File: config.mk
export PLATFORM = sky130hd
export DESIGN_NAME = multicycle_control_unit_flat
export DESIGN_NICKNAME = d
export VERILOG_FILES = /design/src/rtl/multicycle_control_unit_if.sv /design/src/rtl/multicycle_control_unit.sv /design/src/flat_wrapper.sv
export SDC_FILE = /design/constraint.sdc
export NUM_CORES = 1
export LEC_CHECK = 0
export ABC_AREA = 1
export CAP_MARGIN = 20
export CORE_UTILIZATION = 53
export DETAILED_ROUTE_END_ITERATION = 10
export GPL_TIMING_DRIVEN = 1
export PLACE_DENSITY_LB_ADDON = 0.25
export SKIP_CTS_REPAIR_TIMING = 1
export SYNTH_ARGS = -nofsm -noshare
export SYNTH_HDL_FRONTEND = slang
export SYNTH_SLANG_ARGS = --single-unit
File: constraint.sdc
create_clock -name clk -period 3.7 [get_ports clk]
set_input_delay 0.37 -clock clk [delete_from_list [all_inputs] [get_ports clk]]
set_output_delay 0.37 -clock clk [all_outputs]
set_load 0.005 [all_outputs]
File: src/rtl/multicycle_control_unit_if.sv
// multicycle_control_unit_if: control/datapath bundle between the multicycle control FSM and the shared-memory datapath
// master: control unit (drives enables, mux selects, state, fault, instr_count; reads opcode, zero, mem_ready)
// slave:  datapath side (drives opcode, zero, mem_ready; reads everything else)
interface multicycle_control_unit_if #(
    parameter int OP_W  = 6,
    parameter int CNT_W = 16
);
    logic [OP_W-1:0]  opcode;
    logic             zero;
    logic             mem_ready;
    logic             iord;
    logic             mem_read;
    logic             mem_write;
    logic             ir_write;
    logic             reg_dst;
    logic             mem_to_reg;
    logic             reg_write;
    logic             alu_src_a;
    logic [1:0]       alu_src_b;
    logic [1:0]       alu_op;
    logic [1:0]       pc_src;
    logic             pc_en;
    logic             fault;
    logic [3:0]       state;
    logic [CNT_W-1:0] instr_count;

    modport master (
        input  opcode, zero, mem_ready,
        output iord, mem_read, mem_write, ir_write, reg_dst, mem_to_reg, reg_write,
               alu_src_a, alu_src_b, alu_op, pc_src, pc_en, fault, state, instr_count
    );

    modport slave (
        output opcode, zero, mem_ready,
        input  iord, mem_read, mem_write, ir_write, reg_dst, mem_to_reg, reg_write,
               alu_src_a, alu_src_b, alu_op, pc_src, pc_en, fault, state, instr_count
    );
endinterface

File: src/rtl/multicycle_control_unit.sv
// multicycle_control_unit: multicycle MIPS control FSM with memory-ready stalls, timeout/illegal-opcode fault and retire counter
// clk, rst    : rising-edge clock, synchronous active-high reset
// bus.master  : opcode/zero/mem_ready in; datapath enables, mux selects, fault, state, instr_count out
// MCU_JUMP_EN : when defined, OP_J decodes to the JUMP state; otherwise OP_J is an illegal opcode
module multicycle_control_unit #(
    parameter int              OP_W        = 6,
    parameter logic [OP_W-1:0] OP_RTYPE    = 'h00,
    parameter logic [OP_W-1:0] OP_LW       = 'h23,
    parameter logic [OP_W-1:0] OP_SW       = 'h2B,
    parameter logic [OP_W-1:0] OP_BEQ      = 'h04,
    parameter logic [OP_W-1:0] OP_ADDI     = 'h08,
    parameter logic [OP_W-1:0] OP_J        = 'h02,
    parameter int              MEM_TIMEOUT = 15,
    parameter int              CNT_W       = 16
) (
    input logic                 clk,
    input logic                 rst,
    multicycle_control_unit_if.master bus
);
`ifdef MCU_JUMP_EN
    localparam bit JUMP_EN = 1'b1;
`else
    localparam bit JUMP_EN = 1'b0;
`endif
    localparam int WAIT_W = MEM_TIMEOUT > 0 ? $clog2(MEM_TIMEOUT + 1) : 1;

    typedef enum logic [3:0] {
        FETCH  = 4'd0,
        DECODE = 4'd1,
        MEMADR = 4'd2,
        MEMRD  = 4'd3,
        MEMWB  = 4'd4,
        MEMWR  = 4'd5,
        EXEC   = 4'd6,
        ALUWB  = 4'd7,
        BRANCH = 4'd8,
        ADDIEX = 4'd9,
        ADDIWB = 4'd10,
        JUMP   = 4'd11,
        FAULT  = 4'd15
    } state_t;

    state_t             state_q, next_state;
    logic [WAIT_W-1:0]  wait_cnt;
    logic [CNT_W-1:0]   instr_count_q;
    logic               fault_q;
    logic               timeout, mem_wait;
    logic               mem_read_c, mem_write_c, ir_write_c, reg_write_c, pc_write, pc_write_cond;

    assign timeout  = (MEM_TIMEOUT != 0) && (wait_cnt == WAIT_W'(MEM_TIMEOUT));
    assign mem_wait = !bus.mem_ready && (state_q == FETCH || state_q == MEMRD || state_q == MEMWR);

    always_ff @(posedge clk) begin
        if (rst) begin
            state_q       <= FETCH;
            wait_cnt      <= '0;
            instr_count_q <= '0;
            fault_q       <= 1'b0;
        end else begin
            state_q       <= next_state;
            fault_q       <= fault_q | (next_state == FAULT);
            wait_cnt      <= next_state != state_q ? '0 : wait_cnt + WAIT_W'(mem_wait);
            // Only retiring states ever transition into FETCH
            if (next_state == FETCH && state_q != FETCH)
                instr_count_q <= instr_count_q + CNT_W'(1);
        end
    end

    always_comb begin
        next_state    = state_q;
        mem_read_c    = 1'b0;
        mem_write_c   = 1'b0;
        ir_write_c    = 1'b0;
        reg_write_c   = 1'b0;
        pc_write      = 1'b0;
        pc_write_cond = 1'b0;
        bus.iord      = 1'b0;
        bus.reg_dst   = 1'b0;
        bus.mem_to_reg = 1'b0;
        bus.alu_src_a = 1'b0;
        bus.alu_src_b = 2'b00;
        bus.alu_op    = 2'b00;
        bus.pc_src    = 2'b00;
        case (state_q)
            FETCH: begin
                mem_read_c    = 1'b1;
                bus.alu_src_b = 2'b01;
                ir_write_c    = bus.mem_ready;
                pc_write      = bus.mem_ready;
                next_state    = bus.mem_ready ? DECODE : timeout ? FAULT : FETCH;
            end
            DECODE: begin
                bus.alu_src_b = 2'b11;
                if (bus.opcode == OP_RTYPE)                          next_state = EXEC;
                else if (bus.opcode == OP_LW || bus.opcode == OP_SW) next_state = MEMADR;
                else if (bus.opcode == OP_BEQ)                       next_state = BRANCH;
                else if (bus.opcode == OP_ADDI)                      next_state = ADDIEX;
                else if (JUMP_EN && bus.opcode == OP_J)              next_state = JUMP;
                else                                                 next_state = FAULT;
            end
            MEMADR: begin
                bus.alu_src_a = 1'b1;
                bus.alu_src_b = 2'b10;
                next_state    = bus.opcode == OP_LW ? MEMRD : MEMWR;
            end
            MEMRD: begin
                bus.iord   = 1'b1;
                mem_read_c = 1'b1;
                next_state = bus.mem_ready ? MEMWB : timeout ? FAULT : MEMRD;
            end
            MEMWB: begin
                reg_write_c    = 1'b1;
                bus.mem_to_reg = 1'b1;
                next_state     = FETCH;
            end
            MEMWR: begin
                bus.iord    = 1'b1;
                mem_write_c = 1'b1;
                next_state  = bus.mem_ready ? FETCH : timeout ? FAULT : MEMWR;
            end
            EXEC: begin
                bus.alu_src_a = 1'b1;
                bus.alu_op    = 2'b10;
                next_state    = ALUWB;
            end
            ALUWB: begin
                reg_write_c = 1'b1;
                bus.reg_dst = 1'b1;
                next_state  = FETCH;
            end
            BRANCH: begin
                bus.alu_src_a = 1'b1;
                bus.alu_op    = 2'b01;
                bus.pc_src    = 2'b01;
                pc_write_cond = 1'b1;
                next_state    = FETCH;
            end
            ADDIEX: begin
                bus.alu_src_a = 1'b1;
                bus.alu_src_b = 2'b10;
                next_state    = ADDIWB;
            end
            ADDIWB: begin
                reg_write_c = 1'b1;
                next_state  = FETCH;
            end
            JUMP: begin
                bus.pc_src = 2'b10;
                pc_write   = 1'b1;
                next_state = FETCH;
            end
            FAULT:   next_state = FAULT;
            default: next_state = FAULT;
        endcase
    end

    // Enables are forced low while reset is asserted, whatever the current state
    assign bus.mem_read    = mem_read_c & ~rst;
    assign bus.mem_write   = mem_write_c & ~rst;
    assign bus.ir_write    = ir_write_c & ~rst;
    assign bus.reg_write   = reg_write_c & ~rst;
    assign bus.pc_en       = (pc_write | (pc_write_cond & bus.zero)) & ~rst;
    assign bus.fault       = fault_q;
    assign bus.state       = state_q;
    assign bus.instr_count = instr_count_q;
endmodule

File: src/flat_wrapper.sv
// flat-port wrapper written by rule: the top's interface ports become plain ports
module multicycle_control_unit_flat 
#(
    parameter int              OP_W        = 6,
    parameter logic [OP_W-1:0] OP_RTYPE    = 'h00,
    parameter logic [OP_W-1:0] OP_LW       = 'h23,
    parameter logic [OP_W-1:0] OP_SW       = 'h2B,
    parameter logic [OP_W-1:0] OP_BEQ      = 'h04,
    parameter logic [OP_W-1:0] OP_ADDI     = 'h08,
    parameter logic [OP_W-1:0] OP_J        = 'h02,
    parameter int              MEM_TIMEOUT = 15,
    parameter int              CNT_W       = 16
)
  (clk, rst, bus_opcode, bus_zero, bus_mem_ready, bus_iord, bus_mem_read, bus_mem_write, bus_ir_write, bus_reg_dst, bus_mem_to_reg, bus_reg_write, bus_alu_src_a, bus_alu_src_b, bus_alu_op, bus_pc_src, bus_pc_en, bus_fault, bus_state, bus_instr_count);
  multicycle_control_unit_if #(.OP_W(OP_W), .CNT_W(CNT_W)) bus_i ();
  input logic clk;
  input logic rst;
  input wire logic [$bits(bus_i.opcode)-1:0] bus_opcode;
  input wire logic [$bits(bus_i.zero)-1:0] bus_zero;
  input wire logic [$bits(bus_i.mem_ready)-1:0] bus_mem_ready;
  output wire logic [$bits(bus_i.iord)-1:0] bus_iord;
  output wire logic [$bits(bus_i.mem_read)-1:0] bus_mem_read;
  output wire logic [$bits(bus_i.mem_write)-1:0] bus_mem_write;
  output wire logic [$bits(bus_i.ir_write)-1:0] bus_ir_write;
  output wire logic [$bits(bus_i.reg_dst)-1:0] bus_reg_dst;
  output wire logic [$bits(bus_i.mem_to_reg)-1:0] bus_mem_to_reg;
  output wire logic [$bits(bus_i.reg_write)-1:0] bus_reg_write;
  output wire logic [$bits(bus_i.alu_src_a)-1:0] bus_alu_src_a;
  output wire logic [$bits(bus_i.alu_src_b)-1:0] bus_alu_src_b;
  output wire logic [$bits(bus_i.alu_op)-1:0] bus_alu_op;
  output wire logic [$bits(bus_i.pc_src)-1:0] bus_pc_src;
  output wire logic [$bits(bus_i.pc_en)-1:0] bus_pc_en;
  output wire logic [$bits(bus_i.fault)-1:0] bus_fault;
  output wire logic [$bits(bus_i.state)-1:0] bus_state;
  output wire logic [$bits(bus_i.instr_count)-1:0] bus_instr_count;
  assign bus_i.opcode = bus_opcode;
  assign bus_i.zero = bus_zero;
  assign bus_i.mem_ready = bus_mem_ready;
  assign bus_iord = bus_i.iord;
  assign bus_mem_read = bus_i.mem_read;
  assign bus_mem_write = bus_i.mem_write;
  assign bus_ir_write = bus_i.ir_write;
  assign bus_reg_dst = bus_i.reg_dst;
  assign bus_mem_to_reg = bus_i.mem_to_reg;
  assign bus_reg_write = bus_i.reg_write;
  assign bus_alu_src_a = bus_i.alu_src_a;
  assign bus_alu_src_b = bus_i.alu_src_b;
  assign bus_alu_op = bus_i.alu_op;
  assign bus_pc_src = bus_i.pc_src;
  assign bus_pc_en = bus_i.pc_en;
  assign bus_fault = bus_i.fault;
  assign bus_state = bus_i.state;
  assign bus_instr_count = bus_i.instr_count;
  multicycle_control_unit #(.OP_W(OP_W), .OP_RTYPE(OP_RTYPE), .OP_LW(OP_LW), .OP_SW(OP_SW), .OP_BEQ(OP_BEQ), .OP_ADDI(OP_ADDI), .OP_J(OP_J), .MEM_TIMEOUT(MEM_TIMEOUT), .CNT_W(CNT_W)) u_core (.clk(clk), .rst(rst), .bus(bus_i));
endmodule
== Yosys cells after proc, flatten, opt, wreduce, memory -nomap -nowiden ==
Cells that the tools add are included.

* Logic and storage cells: 75
* Output and inout bits: 36
* Register bits: 25

* Muxes and demuxes: 25
* Reduce and logical (&&, ||, !) cells: 17
* Add/subtract/negate cells: 2
* Bitwise logic cells: 9
* Equal/unequal tests: 18

{| class="wikitable"
|+ Operators by type and width
! kind !! number
|-
| 2-to-1 mux 4 bit || 9
|-
| one-hot mux 4 bit (8 select lines) || 1
|-
| equality test 4 bit, second input constant || 6
|-
| adder 16 x 1 -> 16 bit, second input constant || 1
|-
| equality test 4 x 3 -> 1 bit, second input constant || 4
|-
| equality test 6 bit, second input constant || 2
|-
| 2-to-1 mux 1 bit || 9
|-
| equality test 4 x 2 -> 1 bit, second input constant || 2
|-
| zero test 4 bit || 2
|-
| one-hot mux 2 bit (2 select lines) || 2
|-
| OR reduction 2 bit || 4
|-
| bitwise AND 1 bit || 6
|-
| equality test 6 x 3 -> 1 bit, second input constant || 1
|-
| equality test 6 x 4 -> 1 bit, second input constant || 1
|-
| zero test 6 bit || 1
|-
| 2-to-1 mux 3 bit || 2
|-
| one-hot mux 2 bit (3 select lines) || 1
|-
| OR reduction 5 bit || 1
|-
| adder 4 x 1 -> 4 bit || 1
|-
| equality test 4 x 1 -> 1 bit, second input constant || 1
|-
| != test 4 bit || 1
|-
| nonzero test 4 bit || 1
|-
| OR reduction 4 bit || 1
|-
| logical OR 1 bit || 3
|-
| 6 further kinds || 8
|}

== Depth between registers and ports, before layout ==
* Word-level depth: 8
* Mapped depth: 15
* Mapped depth without buffers: 14

== Least setup slack after synthesis ==
Ideal clock, no wire load.

* Path type: register -> register
* Start point: register u_core.state_q[2], in the netlist u_core.bus.state[2]
* End point: register u_core.instr_count_q[13], in the netlist u_core.bus.instr_count[13]
* Setup time: 128 ps
* Buffers on the path: 1
* Arrival: 1518 ps
* Path slack: 2055 ps
* Stages on the path, launching flop included: 13
* Clock period less this slack: 1645 ps
* Cells stage by stage: dfxtp_1 > inv_1 > nand2_2 > nor2_1 > nand2_1 > nand3_1 > nor2_1 > nand2_2 > nor2_8 > buf_4 > nand4_1 > nand2_1 > nor2_1

* Cells in the longest elaborated chain, start to end: 5

{| class="wikitable"
|+ Ends and longest elaborated chain
! element !! RTL line !! text
|-
| start: declaration || multicycle_control_unit.sv:43 || <nowiki>state_t state_q, next_state;</nowiki>
|-
| start signal: assignment || multicycle_control_unit.sv:60 || <nowiki>state_q <= next_state;</nowiki>
|-
| equality test 4 x 3 -> 1 bit / equality test 4 bit (equally long branches) || multicycle_control_unit.sv:84 || <nowiki>case (state_q)</nowiki>
|-
| OR reduction 5 bit (no line) || n/a ||
|-
| one-hot mux 4 bit (8 select lines) || multicycle_control_unit.sv:84 ||
|-
| zero test 4 bit || multicycle_control_unit.sv:64 || <nowiki>if (next_state == FETCH && state_q != FETCH)</nowiki>
|-
| logical AND 1 bit (*) || multicycle_control_unit.sv:64 ||
|-
| end signal: assignment || multicycle_control_unit.sv:65 || <nowiki>instr_count_q <= instr_count_q + CNT_W'(1);</nowiki>
|-
| end: declaration || multicycle_control_unit.sv:45 || <nowiki>logic [CNT_W-1:0] instr_count_q;</nowiki>
|}

Every way passes the cells marked *; elsewhere a longest branch is shown, timed or not.
A chain may end at the register's enable or synchronous reset.

== Final worst setup path ==
* Start point: register u_core.state_q[1], in the netlist u_core.bus.state[1]
* End point: output bus_pc_en

* Cells in the longest elaborated chain, start to end: 5

{| class="wikitable"
|+ Ends and longest elaborated chain
! element !! RTL line !! text
|-
| equality test 4 bit || multicycle_control_unit.sv:84 ||
|-
| 2-to-1 mux 1 bit || multicycle_control_unit.sv:84 ||
|-
| bitwise AND 1 bit || multicycle_control_unit.sv:162 || <nowiki>assign bus.pc_en = (pc_write | (pc_write_cond & bus.zero)) & ~rst;</nowiki>
|-
| bitwise OR 1 bit (*) || multicycle_control_unit.sv:162 ||
|-
| bitwise AND 1 bit (*) || multicycle_control_unit.sv:162 ||
|-
| end: declaration || flat_wrapper.sv:32 || <nowiki>output wire logic [$bits(bus_i.pc_en)-1:0] bus_pc_en;</nowiki>
|}

Marked as above.

==> flow_metrics.tcl <==
set metrics [dict create \
    cts_max_level 1 \
    min_period_ns 2.47 \
    cp-start-kind "register" \
    synth-seq-cells 25 \
    hold-path-endpoint "u_core.bus.fault$_SDFF_PP0_" \
    port_buffers 45 \
    rsz0062_at_grt "false" \
    wl_per_cell_um 10.6 \
    final_cells 412 \
    syn-num-nets 337 \
    synth.distinct_cells 25 \
    min_path_type "register to register" \
    tightest_slew_ns 0.506 \
    maxCapViolCount 0 \
    grt_pass1_vias 1665 \
    drive_gt1_share_pct 9.02 \
    synth_top_area_share_pct 26.6 \
    clockBufferDepth 2 \
    synthCells 324 \
    slew_headroom_pct 66.2 \
    skew_ns 0.0130 \
    synth-compound-area-share_pct 3.66 \
    antenna_left 0 \
    worstReg2RegEnd "u_core.bus.instr_count[0]$_SDFFE_PP0P_" \
    die_y_um 61.6 \
    fin_util_pct 70.6 \
    path_class "register to output pin" \
    initial_core_util_pct 55.9 \
    synthTopCellsByArea "dfxtp_1 27%, nand2_1 15%, nor2_1 13%, inv_1 10%, nand3_1 8.3%" \
    fin_tns_setup_ns 0 \
    hold_viol_final 0 \
    clkTransAtPathRegs_ns 0.13 \
    grt_usage_pct 24.9 \
    worst-r2r-setup-slack_ns 1.59 \
    n_antenna_cell 0 \
    worstPathRequired_ns 3.33 \
    wirelength_mm 4.36 \
    min_from "u_core.bus.fault$_SDFF_PP0_" \
    syn2layout_area_growth_pct 26.2 \
    min_path_cells 2 \
    rows 21 \
    final_nets 380 \
    r2r_start "u_core.bus.state[1]$_SDFF_PP0_" \
    cts_tree "built" \
    yosysSeqAreaShare_pct 26.6 \
    synth_simple_gate_area_share_pct 51.4 \
    cts.sinks 25 \
    grt-ovfl-total 0 \
    routabilityCongestion 0.961 \
    power_density_nw_per_um2 604 \
    fin_total_pwr_mw 1.43 \
    cp_max_fo 7 \
    die_w_um 61.6 \
    synthAdderAreaFrac_pct 2.00 \
    die_area_sq_um 3790 \
    grt_start_max_net_pins 25 \
    setup_violations 0 \
    cts_root_buffer "clkbuf_4" \
    p_leak_nw 1.11 \
    cp_data_arrival_time_ns 2.10 \
    dr.pass1.iters 5 \
    fin_ws_ns 1.23 \
    antenna_found_initial 0 \
    cts_buffers 3 \
    yosysWarnings 0 \
    drt-vias-per-instance 4.92 \
    synthMuxAreaShare_pct 0 \
    clkLatencyLatePin_ns 0.34 \
    synth_xor_area_share_pct 2.33 \
    period_share_pct 66.7 \
    initialDrtViolationCount 130 \
    dp_slack_ns 1.26 \
    reg2regPathDepth 13 \
    finalMaxSlewViolations 0 \
    io_pins 46 \
    dp_cells 408 \
    fmax_mhz 405 \
    yosysTopAreaCell "dfxtp_1" \
    syn-cell-area_sq_um 1880 \
    status "finished clean" \
    critPathCaptureType "output pin" \
    syn_avg_cell_area_sq_um 5.80 \
    via_count 2027 \
    ir_drop_mv 0.370 \
    route.detailed.drc 0 \
    core_area_sq_um 3360 \
    grt_pass1_wl_mm 7.07 \
    hpwl_mm 3.42 \
    synth_top_family_by_area "simple AND/OR/NAND/NOR gates" \
]
-- cells in the mapped netlist, drive strengths merged --
cell type	count
nor3b	1
o22ai	1
dfxtp	25
buf	5
nor3	6
nand3	35
ha	3
xor2	3
nor2	75
clkbuf	3
xnor2	2
o21ai	4
nand4	10
nand2	87
a31oi	2
a21oi	6
inv	56
-- layout by cell type, fill, tap and decap left out --
cell | netlist | final
nor2_1 | 67 | 67
clkdlybuf4s50_1 | 0 | 45
o21ai_0 | 2 | 2
buf_4 | 4 | 1
dfxtp_1 | 25 | 25
nor2_4 | 1 | 1
a31oi_1 | 2 | 2
nand3_2 | 4 | 4
nand4_1 | 10 | 10
nor3b_1 | 1 | 1
a21oi_1 | 6 | 6
inv_2 | 6 | 6
o21ai_1 | 2 | 2
o22ai_1 | 1 | 1
clkbuf_4 | 0 | 3
nand2_1 | 77 | 77
ha_1 | 3 | 3
xor2_1 | 3 | 3
xnor2_1 | 2 | 2
clkinvlp_4 | 0 | 1
inv_1 | 50 | 50
nor2_2 | 6 | 6
nor2_8 | 1 | 1
nor3_1 | 6 | 6
nand3_1 | 31 | 31
nand2_2 | 10 | 10
-- per-layer routing --
layer,share of wire (%),track usage [%],vias up
met2,43,39.2,75
met1,49,35.2,864
met3,7.5,3.99,5
met5,0,0,-
met4,1.1,6.67,0
li1,-,-,1083
-- registers in the layout, indices dropped and copies added, names as in the netlist --
register / cells
u_core.bus.state: 4
u_core.wait_cnt: 4
u_core.bus.instr_count: 16
u_core.bus.fault: 1
-- worst max-delay path: stages (launching register included) --
cell and delay (ns):
dfxtp_1 0.42, inv_2 0.12, nand2_2 0.08, nor2_2 0.30, nand2_1 0.17, a31oi_1 0.16
clkdlybuf4s50_1 0.52
-- area by class of cell --
cell class / instances / area [sq um]
multi-input cells: 235 / 1120
clock buffers: 3 / 22.5
fillers: 338 / 990
inverters: 56 / 210
well taps: 46 / 57.6
flip-flops and latches: 25 / 500
clock inverters: 1 / 7.51
repair buffers: 46 / 458
-- cells by family after synthesis --
kind of cell	Yosys count
XOR/XNOR	5
flip-flops	25
AND/OR/NAND/NOR	214
AO/OA/AOI/OAI	13
buffers and inverters	64
adder cells (fa/ha/maj)	3
-- power by group --
part           switching (mW)  internal, mW  total (mW)
Clock                  0.0885        0.0415       0.130
Sequential             0.0517         0.307       0.358
Combinational           0.593         0.353       0.946
-- metrics by stage --
stage | hold slack [ns] | area, sq um
after global placement | 0.488 | 2340
final | 0.512 | 2370
after global routing | 0.559 | 2370
after floorplan | 0.460 | 1880
after CTS | 0.508 | 2370
after detailed placement | 0.465 | 2340
-- worst max-delay path by stage --
stage | to | cells after the start | startpoint | slack [ns]
after floorplan | u_core.bus.instr_count[13]$_SDFFE_PP0P_ | 12 | u_core.bus.state[2]$_SDFF_PP0_ | 2.05
after global placement | bus_reg_write | 6 | rst | 1.33
after detailed placement | u_core.bus.instr_count[0]$_SDFFE_PP0P_ | 11 | bus_mem_ready | 1.26
after CTS | bus_pc_en | 6 | u_core.bus.state[1]$_SDFF_PP0_ | 1.26
after global routing | bus_pc_en | 6 | u_core.bus.state[1]$_SDFF_PP0_ | 1.16
final | bus_pc_en | 6 | u_core.bus.state[1]$_SDFF_PP0_ | 1.23
No activity file was read; power rests on OpenSTA's default activity.
